`src/rtl/spec_rr_scheduler_pkg.sv`:
```
// Shared types for the round-robin spec-channel scheduler.
package spec_sched_pkg;
  localparam int NUM_CH_DEF = 10;
  localparam int CH_W       = $clog2(NUM_CH_DEF);

  typedef logic [CH_W-1:0] ch_idx_t;

  typedef enum logic {
    IDLE = 1'b0,
    HOLD = 1'b1
  } sched_state_e;
endpackage

```
`src/rtl/spec_rr_scheduler_if.sv`:
```
// Trigger/acknowledge bundle between stimulus, scheduler and the per-channel blocks.
interface spec_rr_if #(
  parameter int NUM_CH = 10,
  parameter int DROP_W = 8
);
  localparam int CW = $clog2(NUM_CH);

  logic              enable;
  logic [NUM_CH-1:0] a_0;
  logic [NUM_CH-1:0] a_1;
  logic [NUM_CH-1:0] c_0;
  logic [NUM_CH-1:0] c_1;
  logic              busy;
  logic [CW-1:0]     grant_id;
  logic [NUM_CH-1:0] pending;
  logic [DROP_W-1:0] drop_cnt;

  modport master (output enable, a_0, a_1,
                  input  c_0, c_1, busy, grant_id, pending, drop_cnt);
  modport slave  (input  enable, a_0, a_1,
                  output c_0, c_1, busy, grant_id, pending, drop_cnt);
endinterface

```
`src/rtl/spec_rr_arbiter.sv`:
```
// Combinational round-robin pick: first set request strictly after 'last', wrapping.
module spec_rr_arbiter #(
  parameter int NUM_CH = 10
) (
  input  logic [NUM_CH-1:0]         req,
  input  logic [$clog2(NUM_CH)-1:0] last,
  output logic                      gnt_valid,
  output logic [$clog2(NUM_CH)-1:0] gnt_idx
);
  localparam int CW = $clog2(NUM_CH);

  // Walk the search order backwards so the closest candidate after 'last' is written last.
  always_comb begin
    int          idx;
    logic [CW-1:0] idx_c;
    gnt_valid = 1'b0;
    gnt_idx   = last;
    for (int k = NUM_CH; k >= 1; k--) begin
      idx   = (int'(last) + k) % NUM_CH;
      idx_c = CW'(idx);
      if (req[idx_c]) begin
        gnt_valid = 1'b1;
        gnt_idx   = idx_c;
      end
    end
  end
endmodule

```
`src/rtl/spec_rr_scheduler.sv`:
```
// Round-robin scheduler sharing one acknowledge engine among NUM_CH channels.
// Detects a_0 -> a_1 trigger sequences, keeps sticky pending bits, counts
// lost requests and drives a one-hot c_0/c_1 pair for HOLD_CYCLES per grant.
module spec_rr_scheduler
  import spec_sched_pkg::*;
#(
  parameter int NUM_CH      = NUM_CH_DEF,
  parameter int HOLD_CYCLES = 2,
  parameter int DROP_W      = 8
) (
  input  logic     clock,
  input  logic     reset,
  spec_rr_if.slave bus
);
  localparam int CW = $clog2(NUM_CH);
  localparam int HW = (HOLD_CYCLES > 1) ? $clog2(HOLD_CYCLES) : 1;
  localparam int SW = DROP_W + CW + 1;
  localparam logic [DROP_W-1:0] DROP_MAX = '1;

  sched_state_e      state_q, state_d;
  logic [CW-1:0]     grant_q, grant_d, win_idx;
  logic              win_vld;
  logic [HW-1:0]     hold_q, hold_d;
  logic [NUM_CH-1:0] armed_q, det, clr, drop_vec;
  logic [NUM_CH-1:0] pending_q, pending_d;
  logic [DROP_W-1:0] drop_q, drop_d;
  logic [SW-1:0]     drop_sum;
  logic [NUM_CH-1:0] c_q;
  logic              busy_q;

  // A trigger completes when a_1 follows an a_0 seen one cycle earlier.
  assign det = armed_q & bus.a_1;

  spec_rr_arbiter #(.NUM_CH(NUM_CH)) u_arb (
    .req       (pending_q),
    .last      (grant_q),
    .gnt_valid (win_vld),
    .gnt_idx   (win_idx)
  );

  // Next-state logic: grant from IDLE when enabled, count down the hold in HOLD.
  always_comb begin
    state_d = state_q;
    grant_d = grant_q;
    hold_d  = hold_q;
    clr     = '0;
    case (state_q)
      IDLE: begin
        if (bus.enable && win_vld) begin
          state_d      = HOLD;
          grant_d      = win_idx;
          hold_d       = HW'(HOLD_CYCLES - 1);
          clr[win_idx] = 1'b1;
        end
      end
      HOLD: begin
        if (hold_q != '0) hold_d  = hold_q - HW'(1);
        else              state_d = IDLE;
      end
      default: state_d = IDLE;
    endcase
  end

  // A new detection beats the grant's clear; a detection on a still-pending bit is lost.
  always_comb begin
    pending_d = (pending_q & ~clr) | det;
    drop_vec  = det & pending_q & ~clr;
    drop_sum  = SW'(drop_q);
    for (int i = 0; i < NUM_CH; i++) drop_sum = drop_sum + SW'(drop_vec[i]);
    drop_d = (drop_sum > SW'(DROP_MAX)) ? DROP_MAX : drop_sum[DROP_W-1:0];
  end

  // State, bookkeeping and output registers; acks follow the next state so they align with HOLD.
  always_ff @(posedge clock) begin
    if (reset) begin
      state_q   <= IDLE;
      grant_q   <= CW'(NUM_CH - 1);
      hold_q    <= '0;
      armed_q   <= '0;
      pending_q <= '0;
      drop_q    <= '0;
      c_q       <= '0;
      busy_q    <= 1'b0;
    end else begin
      state_q   <= state_d;
      grant_q   <= grant_d;
      hold_q    <= hold_d;
      armed_q   <= bus.a_0;
      pending_q <= pending_d;
      drop_q    <= drop_d;
      c_q       <= (state_d == HOLD) ? (NUM_CH'(1) << grant_d) : '0;
      busy_q    <= (state_d == HOLD);
    end
  end

  assign bus.c_0      = c_q;
  assign bus.c_1      = c_q;
  assign bus.busy     = busy_q;
  assign bus.grant_id = grant_q;
  assign bus.pending  = pending_q;
  assign bus.drop_cnt = drop_q;
endmodule

```
`src/flat_wrapper.sv`:
```
// flat-port wrapper written by rule: the top's interface ports become plain ports
module spec_rr_scheduler_flat import spec_sched_pkg::*;
#(
  parameter int NUM_CH      = NUM_CH_DEF,
  parameter int HOLD_CYCLES = 2,
  parameter int DROP_W      = 8
)
  (clock, reset, bus_enable, bus_a_0, bus_a_1, bus_c_0, bus_c_1, bus_busy, bus_grant_id, bus_pending, bus_drop_cnt);
  spec_rr_if #(.NUM_CH(NUM_CH), .DROP_W(DROP_W)) bus_i ();
  input  logic clock;
  input  logic reset;
  input wire logic [$bits(bus_i.enable)-1:0] bus_enable;
  input wire logic [$bits(bus_i.a_0)-1:0] bus_a_0;
  input wire logic [$bits(bus_i.a_1)-1:0] bus_a_1;
  output wire logic [$bits(bus_i.c_0)-1:0] bus_c_0;
  output wire logic [$bits(bus_i.c_1)-1:0] bus_c_1;
  output wire logic [$bits(bus_i.busy)-1:0] bus_busy;
  output wire logic [$bits(bus_i.grant_id)-1:0] bus_grant_id;
  output wire logic [$bits(bus_i.pending)-1:0] bus_pending;
  output wire logic [$bits(bus_i.drop_cnt)-1:0] bus_drop_cnt;
  assign bus_i.enable = bus_enable;
  assign bus_i.a_0 = bus_a_0;
  assign bus_i.a_1 = bus_a_1;
  assign bus_c_0 = bus_i.c_0;
  assign bus_c_1 = bus_i.c_1;
  assign bus_busy = bus_i.busy;
  assign bus_grant_id = bus_i.grant_id;
  assign bus_pending = bus_i.pending;
  assign bus_drop_cnt = bus_i.drop_cnt;
  spec_rr_scheduler #(.NUM_CH(NUM_CH), .HOLD_CYCLES(HOLD_CYCLES), .DROP_W(DROP_W)) u_core (.clock(clock), .reset(reset), .bus(bus_i));
endmodule
```
`config.mk`:
```
export PLATFORM = sky130hd
export DESIGN_NAME = spec_rr_scheduler_flat
export DESIGN_NICKNAME = d
export VERILOG_FILES = /design/src/rtl/spec_rr_scheduler_pkg.sv /design/src/rtl/spec_rr_scheduler_if.sv /design/src/rtl/spec_rr_arbiter.sv /design/src/rtl/spec_rr_scheduler.sv /design/src/flat_wrapper.sv
export SDC_FILE = /design/constraint.sdc
export NUM_CORES = 1
export LEC_CHECK = 0
export CORE_MARGIN = 2
export CORE_UTILIZATION = 50
export CTS_BUF_LIST = sky130_fd_sc_hd__clkbuf_2 sky130_fd_sc_hd__clkbuf_4 sky130_fd_sc_hd__clkbuf_8
export DETAILED_ROUTE_END_ITERATION = 16
export GPL_ROUTABILITY_DRIVEN = 0
export PLACE_DENSITY = 0.8
export SETUP_SLACK_MARGIN = 0.4
export SLEW_MARGIN = 20
export SYNTH_ARGS = -nofsm -noshare
export SYNTH_HDL_FRONTEND = slang
export SYNTH_SLANG_ARGS = --single-unit
```
`constraint.sdc`:
```
create_clock -name clock -period 8.3 [get_ports clock]
set_input_delay 1.66 -clock clock [delete_from_list [all_inputs] [get_ports clock]]
set_output_delay 1.66 -clock clock [all_outputs]
set_load 0.05 [all_outputs]
```
==> results.cfg <==
[run_status]
status = finished, final reports clean

[placed_design]
port_buffers = 65
dpl.hpwl_um = 15500
place_ws_ns = -0.0765
dp_cells = 1052

[sta]
tns_ns = 0
rsz0062_at_grt = yes
finalMaxSlewViolations = 0
worst_pin_slew_ns = 0.967
clock_skew_ns = 0.0125
fin_crit_sh_pct = 94.9
worst_hold_slack_ns = 0.486
hold_violations = 0
period_minus_slack_ns = 7.88
fmax_mhz = 127
worst_slack_ns = 0.422
slew_headroom_pct = 33.7
setup_violations = 0

[worst_setup_path]
crit_slowest_cell = fa_1
startpoint_type = register
r2r_cells = 37
path_common_cell = fa_1
regToRegSetupSlack_ns = 0.42
crit_required_ns = 8.54
cp_max_fo = 8
rr_startpoint = u_core.bus.grant_id[2]
critPathKind = register to register
cpPeakStageDelay_ns = 0.52
r2r-end = u_core.bus.drop_cnt[6]
cp-end-kind = register
cp.arrival_ns = 8.12

[pwr]
clockPowerShare_pct = 5.0
netSwitchingPower_mw = 1.94
irDropWorstVdd_v = 0.000475
total_power_mw = 3.57
pwr-share-seq_pct = 8.2
p_leak_nw = 3.41
p_comb_share_pct = 86.8
power.internal_mw = 1.63
power_density_nw_per_um2 = 403
swShare_pct = 54.4

[route]
firstDrtPassIters = 7
wire_per_inst_um = 21.0
drt_iter0_drc = 1014
post_drt_via_cell_ratio = 6.74
via_count = 7614
wl_um = 23700
drtAntennaViolNets = 0
drc_errors = 0

[yosys]
synth_mux_area_share_pct = 9.61
synth_top_family_by_area = compound AO/OA/AOI/OAI gates
avgSynthCellArea_um2 = 7.77
synthCells = 826
syn_area_um2 = 6420
synth_fa_ha_area_share_pct = 10.4
ys_ff_latch = 44
synth_edf_count = 0
synth-compound-area-share_pct = 29.4
synth_top_cell_by_area = dfxtp_1
ys_types = 93
synth_simple_gate_area_share_pct = 24.4
seq_area_frac_synth_pct = 13.7
synthArstFlopShare_pct = 0
synth-main-ff-cell = dfxtp_1
synth_top_area_share_pct = 13.7
synthesis.nets = 898
yosys_warnings = 0
synth-xor-area-share_pct = 5.71
ys_top_cells_by_area = dfxtp_1 (14%), ha_1 (8.4%), a21oi_1 (4.3%), xnor2_1 (4.2%), mux2i_1 (4.1%)

[floorplan]
rows = 41
die_w_um = 117
start_util_pct = 51.1
die-area_um2 = 13800
core_um2 = 12600
ios = 66
die_h_um = 117

[layout]
final_cells = 1130
fillers = 879
layout_common_cells = buf_4 (106), clkdlybuf4s50_1 (65), nor2_1 (46)
drive_gt1_share_pct = 31.4
diodes = 0
final_net_count = 1029
final-seq-area_um2 = 896
final_common_cell = buf_4
multiInputGateArea_um2 = 5950
area_growth_pct = 38.2

[flow_run]
drv_cap = 0

[clock_network]
cts_tree = done
clk_latency_ns = 0.30
clock-root-buffer = clkbuf_8
cts_buffers = 5
clkTransAtPathRegs_ns = 0.09
cts_buffer_depth = 2
holdBufCountCts = 0
htreeDepth = 2
cts.sinks = 44

[grt]
grt_max_degree = 36
grt_pass1_wl_um = 32700
grt_pass1_vias = 6574
antenna_found_initial = 0
track_usage_pct = 30.0
grt_overflow = 0

[min_path]
min_to = u_core.bus.pending[1]
hold_start = u_core.armed_q[1]
hold_path.class = register to register
worstHoldPathCells = 2
-- worst max-delay path by stage --
stage	slack (ns)	endpoint	cells past startpoint	from
2_1_floorplan	0.41	u_core.bus.drop_cnt[1]	40	u_core.bus.grant_id[0]
3_3_place_gp	0.11	u_core.bus.drop_cnt[1]	31	u_core.bus.grant_id[0]
3_5_place_dp	-0.08	u_core.bus.drop_cnt[6]	34	u_core.bus.grant_id[0]
4_1_cts	0.40	u_core.bus.drop_cnt[6]	34	u_core.bus.grant_id[1]
5_1_grt	0.04	u_core.bus.drop_cnt[6]	37	u_core.bus.grant_id[2]
6_report	0.42	u_core.bus.drop_cnt[6]	37	u_core.bus.grant_id[2]
-- registers in the layout, indices dropped and copies added, names as in the netlist --
register             flops
u_core.bus.c_0          10
u_core.armed_q          10
u_core.bus.pending      10
u_core.hold_q            1
u_core.state_q           1
u_core.bus.grant_id      4
u_core.bus.drop_cnt      8
-- critical path: cells and delay by family (launching register included) --
kind	cells	cell delay, ns
compound gates	12	2.13
fa+ha+maj	8	2.84
buf+inv	6	0.71
flops	1	0.43
simple gates	11	1.69
-- power by group through the flow --
stage | sequential, mW | combinational (mW) | clock, mW
2_1_floorplan | 0.364 | 1.75 | 0
3_3_place_gp | 0.295 | 2.37 | 0
3_5_place_dp | 0.297 | 2.39 | 0
4_1_cts | 0.291 | 2.54 | 0.178
5_1_grt | 0.294 | 3.25 | 0.186
6_report | 0.292 | 3.10 | 0.178
-- what timing repair did --
action                     4_1_cts  5_1_grt
buffers inserted                12       57
resized for setup               35      118
setup endpoints to repair        8        8
pin swaps                        8       44
cloned                           0        1
-- kinds of logic (layout without fill, tap and decap cells) --
group           count (synthesis)  after routing
simple gates                  290            290
buf+inv                        87            219
mux                            50             50
flops                          44             44
xor+xnor                       41             41
fa+ha+maj                      50             50
compound gates                264            264
-- final cells by class --
type                    count  area share [%]
clock buffers               6           0.931
clock inverters             2           0.437
inverters                  31            1.50
multi-input cells         695            67.1
flip-flops and latches     44            10.1
well taps                 172            2.43
repair buffers            179            17.5
repair inverters            1          0.0564
-- metal layers --
metal  global-route usage (%)  up-vias  part of all wire, %
met3                     4.69      140                   11
li1                         -     3366                    -
met5                        0        -                    0
met2                     48.7      571                   45
met1                     39.5     3537                   38
met4                     12.9        0                  6.0
-- metrics by stage --
stage          instance area [um2]  utilization, %
3_5_place_dp                  7490            59.6
4_1_cts                       7850            62.4
2_1_floorplan                 6670               -
5_1_grt                       8870            70.6
6_report                      8870            70.6
3_3_place_gp                  7490            59.6
-- synth_stat cells, types with 5 or more instances --
cell and number:
a21oi_1 55, nor2_1 55, nand2_1 50, dfxtp_1 44, ha_1 43, o21ai_0 41, nor3_1 34, xnor2_1 31
inv_1 29, nor2b_1 29, mux2i_1 26, nand3_1 26, clkbuf_1 18, buf_4 17, o211ai_1 17, buf_2 16
mux2_2 15, nand2b_1 15, a211oi_1 13, a31oi_1 13, and2_1 10, or3_1 10, a21o_1 9, o21a_1 9
xor2_1 9, a21boi_0 8, o31ai_1 8, or2_2 8, nand4_1 7, nor3b_1 7, a211o_1 6, and3_1 6
fa_1 6, mux4_2 6, a31o_2 5, nor4_1 5, o2111ai_1 5, o21bai_1 5
No activity file was read; power rests on OpenSTA's default activity.
